File: config.mk
export PLATFORM = sky130hd
export DESIGN_NAME = router_pkt_reader
export DESIGN_NICKNAME = d
export VERILOG_FILES = /design/src/rtl/router_pkg.sv /design/src/rtl/router_skid_buf.sv /design/src/rtl/router_pkt_reader.sv
export SDC_FILE = /design/constraint.sdc
export NUM_CORES = 1
export LEC_CHECK = 0
export BUFFER_PORTS_ARGS = -buffer_cell sky130_fd_sc_hd__buf_2
export CAP_MARGIN = 20
export CORE_MARGIN = 8
export CORE_UTILIZATION = 60
export CTS_BUF_LIST = sky130_fd_sc_hd__clkbuf_16
export CTS_CLUSTER_DIAMETER = 100
export DETAILED_ROUTE_END_ITERATION = 10
export PLACE_DENSITY = 0.83
export SETUP_SLACK_MARGIN = 0.02
export SYNTH_ARGS = -nofsm -noshare
export SYNTH_HDL_FRONTEND = slang
export SYNTH_SLANG_ARGS = --single-unit
File: constraint.sdc
create_clock -name clk -period 5.2 [get_ports clk]
set_input_delay 1.04 -clock clk [delete_from_list [all_inputs] [get_ports clk]]
set_output_delay 1.04 -clock clk [all_outputs]
set_load 0.01 [all_outputs]
File: src/rtl/router_pkg.sv
// Shared definitions for the router output-port packet reader: header layout,
// framing states and the beat carried through the skid buffer.
package router_pkg;

  localparam int unsigned DATA_W   = 8;
  localparam int unsigned ADDR_LSB = 0;
  localparam int unsigned LEN_LSB  = 2;
  localparam int unsigned LEN_W    = 6;

  typedef enum logic [1:0] {
    HDR  = 2'd0,
    BODY = 2'd1,
    PAR  = 2'd2
  } rd_state_e;

  typedef struct packed {
    logic [DATA_W-1:0] data;
    logic              sop;
    logic              eop;
    logic              err;
  } beat_t;

  function automatic logic [LEN_W-1:0] hdr_len(input logic [DATA_W-1:0] hdr);
    return hdr[LEN_LSB +: LEN_W];
  endfunction

endpackage

File: src/rtl/router_skid_buf.sv
// Two-entry beat FIFO between the framing logic and the consumer; the head
// entry drives the output beat and leaves only on an accepted pop.
module router_skid_buf
  import router_pkg::*;
(
  input  logic       clk,
  input  logic       reset,
  input  logic       i_push,
  input  beat_t      i_beat,
  input  logic       i_pop,
  output beat_t      o_head,
  output logic       o_valid,
  output logic [1:0] o_occ
);

  beat_t       r_mem [2];
  logic        r_wr_ptr;
  logic        r_rd_ptr;
  logic [1:0]  r_occ;
  logic        w_pop;

  assign o_valid = (r_occ != 2'd0);
  assign o_occ   = r_occ;
  assign w_pop   = i_pop && o_valid;
  // Idle head reads as all-zero so sop/eop/err never linger without valid.
  assign o_head  = o_valid ? r_mem[r_rd_ptr] : '0;

  // A push at full occupancy is only legal together with a pop: it reuses the slot being freed.
  always_ff @(posedge clk) begin
    if (reset) begin
      r_mem[0] <= '0;
      r_mem[1] <= '0;
      r_wr_ptr <= 1'b0;
      r_rd_ptr <= 1'b0;
      r_occ    <= 2'd0;
    end else begin
      if (i_push) begin
        r_mem[r_wr_ptr] <= i_beat;
        r_wr_ptr        <= ~r_wr_ptr;
      end
      if (w_pop) begin
        r_rd_ptr <= ~r_rd_ptr;
      end
      case ({i_push, w_pop})
        2'b10:   r_occ <= r_occ + 2'd1;
        2'b01:   r_occ <= r_occ - 2'd1;
        default: r_occ <= r_occ;
      endcase
    end
  end

endmodule

File: src/rtl/router_pkt_reader.sv
// Output-port packet reader: drains a router FIFO, frames header/payload/parity,
// checks parity, aborts starved packets and presents a valid/ready byte stream.
module router_pkt_reader
  import router_pkg::*;
#(
  parameter int unsigned TIMEOUT = 30,
  parameter int unsigned CNT_W   = 16
) (
  input  logic              clk,
  input  logic              reset,
  input  logic              fifo_empty,
  input  logic [DATA_W-1:0] fifo_data_out,
  output logic              fifo_read_enb,
  output logic [DATA_W-1:0] out_data,
  output logic              out_valid,
  input  logic              out_ready,
  output logic              out_sop,
  output logic              out_eop,
  output logic              out_err,
  output logic              timeout_pulse,
  output logic [CNT_W-1:0]  pkt_count,
  output logic [CNT_W-1:0]  err_count
);

  localparam int unsigned        STARVE_W   = 8;
  localparam logic [STARVE_W-1:0] STARVE_MAX = STARVE_W'(TIMEOUT - 1);

  rd_state_e           r_state, w_state_nxt;
  logic [LEN_W-1:0]    r_remain, w_remain_nxt;
  logic [DATA_W-1:0]   r_acc, w_acc_nxt;
  logic [STARVE_W-1:0] r_starve, w_starve_nxt;
  logic                r_inflight;
  logic [CNT_W-1:0]    r_pkt_count, r_err_count;

  logic                w_push, w_inject, w_pop, w_valid;
  beat_t               w_push_beat, w_head;
  logic [1:0]          w_occ;
  logic [2:0]          w_load;
  logic [LEN_W-1:0]    w_len;

  router_skid_buf u_skid (
    .clk     (clk),
    .reset   (reset),
    .i_push  (w_push),
    .i_beat  (w_push_beat),
    .i_pop   (out_ready),
    .o_head  (w_head),
    .o_valid (w_valid),
    .o_occ   (w_occ)
  );

  assign w_pop = w_valid && out_ready;
  assign w_len = hdr_len(fifo_data_out);
  // Synthetic beats also take a skid slot, so they count against the read budget.
  assign w_load        = 3'(w_occ) + 3'(r_inflight) + 3'(w_inject);
  assign fifo_read_enb = !reset && !fifo_empty && (w_load < (3'd2 + 3'(w_pop)));

  assign out_data      = w_head.data;
  assign out_valid     = w_valid;
  assign out_sop       = w_head.sop;
  assign out_eop       = w_head.eop;
  assign out_err       = w_head.err;
  assign timeout_pulse = w_inject;
  assign pkt_count     = r_pkt_count;
  assign err_count     = r_err_count;

  // Framing advances on each arriving byte; starvation only counts mid-packet.
  always_comb begin
    w_state_nxt  = r_state;
    w_remain_nxt = r_remain;
    w_acc_nxt    = r_acc;
    w_starve_nxt = r_starve;
    w_push       = 1'b0;
    w_push_beat  = '0;
    w_inject     = 1'b0;
    if (r_inflight) begin
      w_push           = 1'b1;
      w_push_beat.data = fifo_data_out;
      w_starve_nxt     = '0;
      unique case (r_state)
        HDR: begin
          w_push_beat.sop = 1'b1;
          w_acc_nxt       = fifo_data_out;
          w_remain_nxt    = w_len;
          w_state_nxt     = (w_len == '0) ? PAR : BODY;
        end
        BODY: begin
          w_acc_nxt    = r_acc ^ fifo_data_out;
          w_remain_nxt = r_remain - LEN_W'(1);
          if (r_remain == LEN_W'(1)) w_state_nxt = PAR;
        end
        PAR: begin
          w_push_beat.eop = 1'b1;
          w_push_beat.err = (fifo_data_out != r_acc);
          w_state_nxt     = HDR;
        end
        default: w_state_nxt = HDR;
      endcase
    end else if (r_state != HDR) begin
      if (r_starve == STARVE_MAX) begin
        if (w_occ < 2'd2) begin
          w_inject        = 1'b1;
          w_push          = 1'b1;
          w_push_beat.eop = 1'b1;
          w_push_beat.err = 1'b1;
          w_state_nxt     = HDR;
          w_starve_nxt    = '0;
        end
      end else if (fifo_empty) begin
        w_starve_nxt = r_starve + STARVE_W'(1);
      end
    end
  end

  always_ff @(posedge clk) begin
    if (reset) begin
      r_state     <= HDR;
      r_remain    <= '0;
      r_acc       <= '0;
      r_starve    <= '0;
      r_inflight  <= 1'b0;
      r_pkt_count <= '0;
      r_err_count <= '0;
    end else begin
      r_state    <= w_state_nxt;
      r_remain   <= w_remain_nxt;
      r_acc      <= w_acc_nxt;
      r_starve   <= w_starve_nxt;
      r_inflight <= fifo_read_enb;
      if (w_pop && w_head.eop) begin
        if (r_pkt_count != '1) r_pkt_count <= r_pkt_count + CNT_W'(1);
        if (w_head.err && (r_err_count != '1)) r_err_count <= r_err_count + CNT_W'(1);
      end
    end
  end

endmodule

==> impl_results.md, run 1 <==
- Hold buffer count at cts: 0
- Top-area cell type share of the netlist area: 29.0%
- Post-route cell area: 4930 um2
- Hold Path Class: reg -> reg
- Layout area overhead: 15.2%
- R2R depth: 8
- Num rows: 30
- N_diodes: 0
- Crit start category: register
- Peak supply drop: 0.204 mV
- Clock tree buffer depth: 2
- # setup viols final: 0
- DRT Pass-1 Iters: 5
- DPL Wire Length: 6720 um
- Multiplexer share of the synthesized area: 5.61%
- RSZ-0062 raised after global routing: no
- Routability Congestion: 0.884
- Pwr Density: 361 nW/um2
- Sequential element share of the synthesized area: 44.4%
- Xor/xnor cell area share of the yosys netlist: 8.39%
- Total clock buffers created by CTS: 9
- Number of synthesized flops with an enable pin: 22
- Detailed Route WL: 9930 um
- Final period util: 84.3%
- WS Path Type: reg -> out
- Die span in x: 100 um
- Total of warnings raised by yosys: 0
- Skew final: 8.23 ps
- Drt via density: 5.91
- Vias post-DR: 3672
- Min Tclk post-route: 4380 ps
- Share of cells above drive strength 1: 16.0%
- Global route overflow: 0
- Slew margin rel.: 35.3%
- Post-CTS sizing: 0
- TritonCTS clock tree: built
- Clk slew on worst S/H paths: 60 ps
- Max Clock Freq: 228 MHz
- Pwr Total: 0.00178 W
- Post-synthesis simple-gate area fraction: 24.6%
- Starting Density: 62.6%
- Hold Fails Final Rpt: 0
- Iter 0 DRT Violations: 260
- Largest net degree at the start of global routing: 63
- Async set or reset register ratio after synthesis: 0%
- Vias in the first global route: 3477
- Skew-Pair Late Insertion Delay: 330 ps
- Synth area leaders: dfxtp_1 (29%), edfxtp_1 (15%), nor2_1 (6.7%), mux2i_1 (5.6%), xnor2_1 (4.5%)
- Clk sinks: 84
- Cell taking the most area after synthesis: dfxtp_1
- Root Driver: clkbuf_16
- Placement Cell Area: 4630 um2
- DRC Markers: 0
- Complex-gate fraction of the synthesized area: 11.0%
- WP data required: 4160 ps
- Yosys reg bits: 84
- Adder-Cell Fraction of Synth Area: 2.63%
- TNS Setup: 0 ps
- Number of max-cap violations: 0
- Worst hold path depth: 2
- Total GRT Usage: 19.8%
- Number of I/O port buffers: 57
- Routed Antenna Nets: 0
- Setup bufs post-CTS: 0
- Arrival time worst endpoint: 3340 ps
- Post-Syn Instances: 469
- Synth cell count leaders: nor2_1 (76), dfxtp_1 (62), mux2i_1 (24), edfxtp_1 (22), xnor2_1 (22)
- Type of destination of the critical path: output port
- First-pass GRT wire length: 16400 um
- Largest family of logic cells by synthesized area: simple AND/OR/NAND/NOR gates
- Die H: 100 um
- H-tree depth: 3
- Initial antenna violation count: 0
- WL per Instance: 16.0 um
- Max Transition Viols Final: 0
- Critical path fanouts, max: 7
- Ys flop type: dfxtp_1
- Cell Area, Synth: 4280 um2
- Avg Synthesized Cell Area: 9.12 um2
- Distinct cells, synth: 51
- Area of the core: 6830 um2
- P_leak: 2.01 nW
- Die area: 10100 um2
- Most common cell in the netlist: nor2_1
- Synthesized Nets: 490
- Worst-margin pin slew: 967 ps
- Status: complete, no violations
- # nets final: 541
- IO Count: 58
==> per-layer routing <==
metal,part of all wire [%],vias up,track usage (%)
met1,42,1741,23.5
met5,0,-,0
li1,-,1809,-
met4,1.8,0,7.91
met3,5.4,16,4.70
met2,51,106,33.5
==> cells in the final DEF, fill, tap and decap left out, types with 2 or more instances in the layout <==
master	count
nor2_1	76
dfxtp_1	62
buf_2	57
mux2i_1	24
xnor2_1	22
edfxtp_1	22
nand2_1	21
and3_1	21
nand3_1	20
o21ai_0	20
xor2_1	19
a21oi_1	18
inv_1	15
nor3_1	12
nor4_1	12
nand4_1	12
clkbuf_16	11
a22oi_1	10
ha_1	9
or3_1	6
and4_1	6
a211oi_1	4
nor3b_1	4
buf_4	4
nand2b_1	3
a31oi_1	3
a21o_1	2
nor3_2	2
a2111oi_0	2
a311oi_1	2
clkinv_2	2
==> final cells by class <==
cell class / instances / area, um2
clock inverters: 5 / 28.8
flip-flops and latches: 84 / 1900
repair buffers: 61 / 315
clock buffers: 11 / 275
well taps: 96 / 120
fillers: 504 / 1900
inverters: 14 / 52.6
multi-input cells: 350 / 2240
==> report_power, final <==
part	total, W	switching (W)	internal [W]
sequential	0.000798	0.0000717	0.000727
clock	0.000631	0.000251	0.000380
combinational	0.000348	0.000207	0.000141
==> critical path, cell delays in order (launching register included) <==
cell	delay, ps
dfxtp_1	450
ha_1	210
or4b_4	510
or3_1	440
nor3_1	220
ha_1	280
xnor2_1	130
nand2_1	90
a2111oi_0	450
buf_2	210
==> kinds of logic (layout without fill, tap and decap cells) <==
group                      Yosys count  after routing
adders and majority gates            9              9
DFF                                 84             84
buffers and inverters               35             91
xor gates and xnor gates            41             41
AOI/OAI and AO/OA                   73             73
and+or+nand+nor                    203            203
muxes                               24             24
==> path summary, 6_finish.rpt <==
| path | startpoint | end | slack (ps) |
|---|---|---|---|
| setup reg to reg | r_starve[0] | r_inflight | 2280 |
| hold reg to reg | r_remain[5] | r_remain[5] | 480 |
| hold / removal | r_remain[5] | r_remain[5] | 480 |
| setup / recovery | r_starve[0] | fifo_read_enb | 820 |
==> registers in the layout (all words and copies together), names as in the netlist, named ones only <==
signal	flops
r_state	2
u_skid.r_wr_ptr	1
r_acc	8
pkt_count	16
r_starve	8
r_inflight	1
u_skid.o_occ	2
err_count	16
u_skid.r_mem	22
r_remain	6
u_skid.r_rd_ptr	1
==> metrics by stage <==
| stage | utilization (%) | hold WS, ps | setup slack (ps) | cells |
|---|---|---|---|---|
| 6_report | 72.2 | 483 | 818 | 621 |
| 5_1_grt | 72.2 | 519 | 588 | 621 |
| 4_1_cts | 72.2 | 487 | 806 | 621 |
| 3_5_place_dp | 67.7 | 479 | 1220 | 605 |
| 3_3_place_gp | 67.7 | 470 | 1280 | 605 |
| 2_1_floorplan | - | 453 | 1120 | 469 |
No activity file was read; power rests on OpenSTA's default activity.
==> inputs of run 2 (changes only) <==
Settings changed: CORE_UTILIZATION 60 to 58, PLACE_DENSITY 0.83 to 0.8.
Clock period 5.2 ns to 4.07 ns, I/O delays scaled along.
==> run 2 against run 1 <==
  * Wire length grew 1.8%
  * First-iteration DRC count grew 0.77%
  * Combinational power increased by 33%
  * Total power grew 29%
  * Die area rose by 2.9%
  * Worst setup slack got worse by 650 ps
  * Clock skew about the same
  * Sequential share of layout area down 0.24 points
  * Via count is 0.63% lower
  * Global-route usage grew 0.15 points
  * Critical path depth grew 1
  * Flip-flop and latch count is the same
==> impl_results.md, run 2 (synthesized netlist as in run 1, its figures left out) <==
- WP data required: 3260 ps (was 4160 ps)
- Number of max-cap violations: 0 (unchanged)
- Routed Antenna Nets: 0 (unchanged)
- Multi-input logic area: 2250 um2 (was 2240 um2)
- Final period util: 96.0%
- Flop pwr share: 44.0% (was 44.9%)
- Total GRT Usage: 19.9% (was 19.8%)
- WS Path Type: reg -> out (unchanged)
- Skew final: 8.21 ps (was 8.23 ps)
- Global route overflow: 0 (unchanged)
- Iter 0 DRT Violations: 262 (was 260)
- R2r setup slk: 1380 ps (was 2280 ps)
- Die area: 10400 um2 (was 10100 um2)
- First-pass GRT wire length: 16600 um (was 16400 um)
- Min Tclk post-route: 3910 ps
- Max reg flops: 22 (unchanged)
- Layout fillers: 581 (was 504)
- Pwr Density: 462 nW/um2 (was 361 nW/um2)
- Number of I/O port buffers: 57 (unchanged)
- Commonest non-fill, non-tap cells in the layout: nor2_1 (76), dfxtp_1 (62), buf_2 (57) (unchanged)
- Initial antenna violation count: 0 (unchanged)
- TritonCTS clock tree: built (unchanged)
- Worst Hold Launch: r_remain[5] (unchanged)
- Worst hold path depth: 2 (unchanged)
- Arrival time worst endpoint: 3090 ps (was 3340 ps)
- RSZ-0062 raised after global routing: no (unchanged)
- P_leak: 2.00 nW (was 2.01 nW)
- Slew margin rel.: 34.0% (was 35.3%)
- Power share of the combinational group: 20.2% (was 19.6%)
- Hold Path Class: reg -> reg (unchanged)
- Crit-path slowest cell: or4b_4 (unchanged)
- Total clock buffers created by CTS: 9 (unchanged)
- Hold Fails Final Rpt: 0 (unchanged)
- Post-route cell area: 4960 um2 (was 4930 um2)
- Layout area overhead: 16.0% (was 15.2%)
- R2R depth: 9 (was 8)
- Worst path max stage delay: 500 ps (was 510 ps)
- R2r endpoint: r_inflight (unchanged)
- Die H: 102 um (was 100 um)
- # nets final: 543 (was 541)
- DPL Wire Length: 6700 um (was 6720 um)
- DRT Pass-1 Iters: 4 (was 5)
- Worst-margin pin slew: 986 ps (was 967 ps)
- Worst-path cell chain: inv_1 > ha_1 > or4b_4 > or3_4 > nor3_2 > ha_1 > xnor2_1 > nand2_1 > a2111oi_2 > buf_2 (was ha_1 > or4b_4 > or3_1 > nor3_1 > ha_1 > xnor2_1 > nand2_1 > a2111oi_0 > buf_2)
- Share of cells above drive strength 1: 16.9% (was 16.0%)
- WL per Instance: 16.1 um (was 16.0 um)
- Die span in x: 102 um (was 100 um)
- Largest register by flop count: u_skid.r_mem (unchanged)
- Switching Power: 0.000702 W (was 0.000530 W)
- Num rows: 31 (was 30)
- Clock tree buffer depth: 2 (unchanged)
- Routability Congestion: 0.887 (was 0.884)
- IO Count: 58 (unchanged)
- Most frequent CP cell: ha_1 (unchanged)
- Hold path endpoint: r_remain[5] (unchanged)
- Critical path fanouts, max: 7 (unchanged)
- Pint: 0.00159 W (was 0.00125 W)
- Status: complete, no violations (unchanged)
- Vias post-DR: 3649 (was 3672)
- Clock Power Share: 35.8% (was 35.5%)
- TNS Setup: 0 ps (unchanged)
- Clk sinks: 84 (unchanged)
- Starting Density: 59.3% (was 62.6%)
- Clk slew on worst S/H paths: 60 ps (about the same)
- Root Driver: clkbuf_16 (unchanged)
- Largest net degree at the start of global routing: 54 (was 63)
- Crit start category: register (unchanged)
- Max Transition Viols Final: 0 (unchanged)
- Detailed Route WL: 10100 um (was 9930 um)
- Vias in the first global route: 3475 (was 3477)
- N_diodes: 0 (unchanged)
- Commonest non-fill, non-tap cell in the layout: nor2_1 (unchanged)
- Drt via density: 5.83 (was 5.91)
- Placement Cell Area: 4650 um2 (was 4630 um2)
- Skew-Pair Late Insertion Delay: 340 ps (was 330 ps)
- Area of the core: 7210 um2 (was 6830 um2)
- Type of destination of the critical path: output port (unchanged)
- Max Clock Freq: 256 MHz
- # setup viols final: 0 (unchanged)
- H-tree depth: 3 (unchanged)
- Peak supply drop: 0.297 mV (was 0.204 mV)
- Net Sw Frac: 30.6% (was 29.8%)
- Register area: 1900 um2 (unchanged)
- RR Startpoint: r_starve[1] (was r_starve[0])
- DRC Markers: 0 (unchanged)
==> run 2: critical path, delay by kind of cell, from the launching register on <==
family | cells | cell delay, ps
AND/OR/NAND/NOR | 4 | 1170
adder cells (fa/ha/maj) | 2 | 410
AO/OA/AOI/OAI | 1 | 380
flip-flops | 1 | 370
buffers and inverters | 2 | 270
XOR/XNOR | 1 | 150
==> run 2: worst max path at each step <==
stage	startpoint	end	slack, ps
floorplan	r_starve[0]	fifo_read_enb	220
global placement	r_starve[1]	fifo_read_enb	390
detailed placement	r_starve[1]	fifo_read_enb	350
CTS	r_starve[1]	fifo_read_enb	70
global route	r_starve[1]	fifo_read_enb	60
finish	r_starve[1]	fifo_read_enb	160
==> run 2: timing repair <==
item,4_1_cts,5_1_grt
resized for setup,2,2
endpoints found under the setup margin,1,1
hold endpoints to repair,0,0
setup buffers,0,0
pin swaps,0,0
hold buffers,0,0
==> run 2: per-layer routing <==
| layer | GRT usage [%] | part of all wire [%] | wire [um] |
|---|---|---|---|
| met5 | 0 | 0 | 0 |
| met4 | 6.32 | 0.96 | 97 |
| met3 | 4.29 | 5.1 | 513 |
| met2 | 34.0 | 50 | 5080 |
| met1 | 24.5 | 44 | 4410 |
==> run 2: power by group through the flow <==
stage / clock network [W] / logic [W] / registers [W]
floorplan: 0 / 0.000357 / 0.000989
global placement: 0 / 0.000439 / 0.00102
detailed placement: 0 / 0.000453 / 0.00102
CTS: 0.000830 / 0.000459 / 0.00101
global route: 0.000867 / 0.000519 / 0.00102
finish: 0.000823 / 0.000463 / 0.00101
==> run 2: layout make-up <==
cell class | count | area share, %
multi-input cells | 350 | 45.4
well taps | 99 | 2.50
clock buffers | 9 | 4.54
flip-flops and latches | 84 | 38.3
clock inverters | 7 | 1.51
repair buffers | 63 | 6.66
inverters | 14 | 1.06
==> run 2: through the flow <==
stage	power, W	std cells	utilization [%]	hold slack, ps	worst slack, ps
2_1_floorplan	0.00135	469	-	453	220
3_3_place_gp	0.00146	610	64.4	467	389
3_5_place_dp	0.00148	610	64.4	472	351
4_1_cts	0.00230	626	68.6	481	73.6
5_1_grt	0.00240	626	68.8	551	59.2
6_report	0.00229	626	68.8	478	165
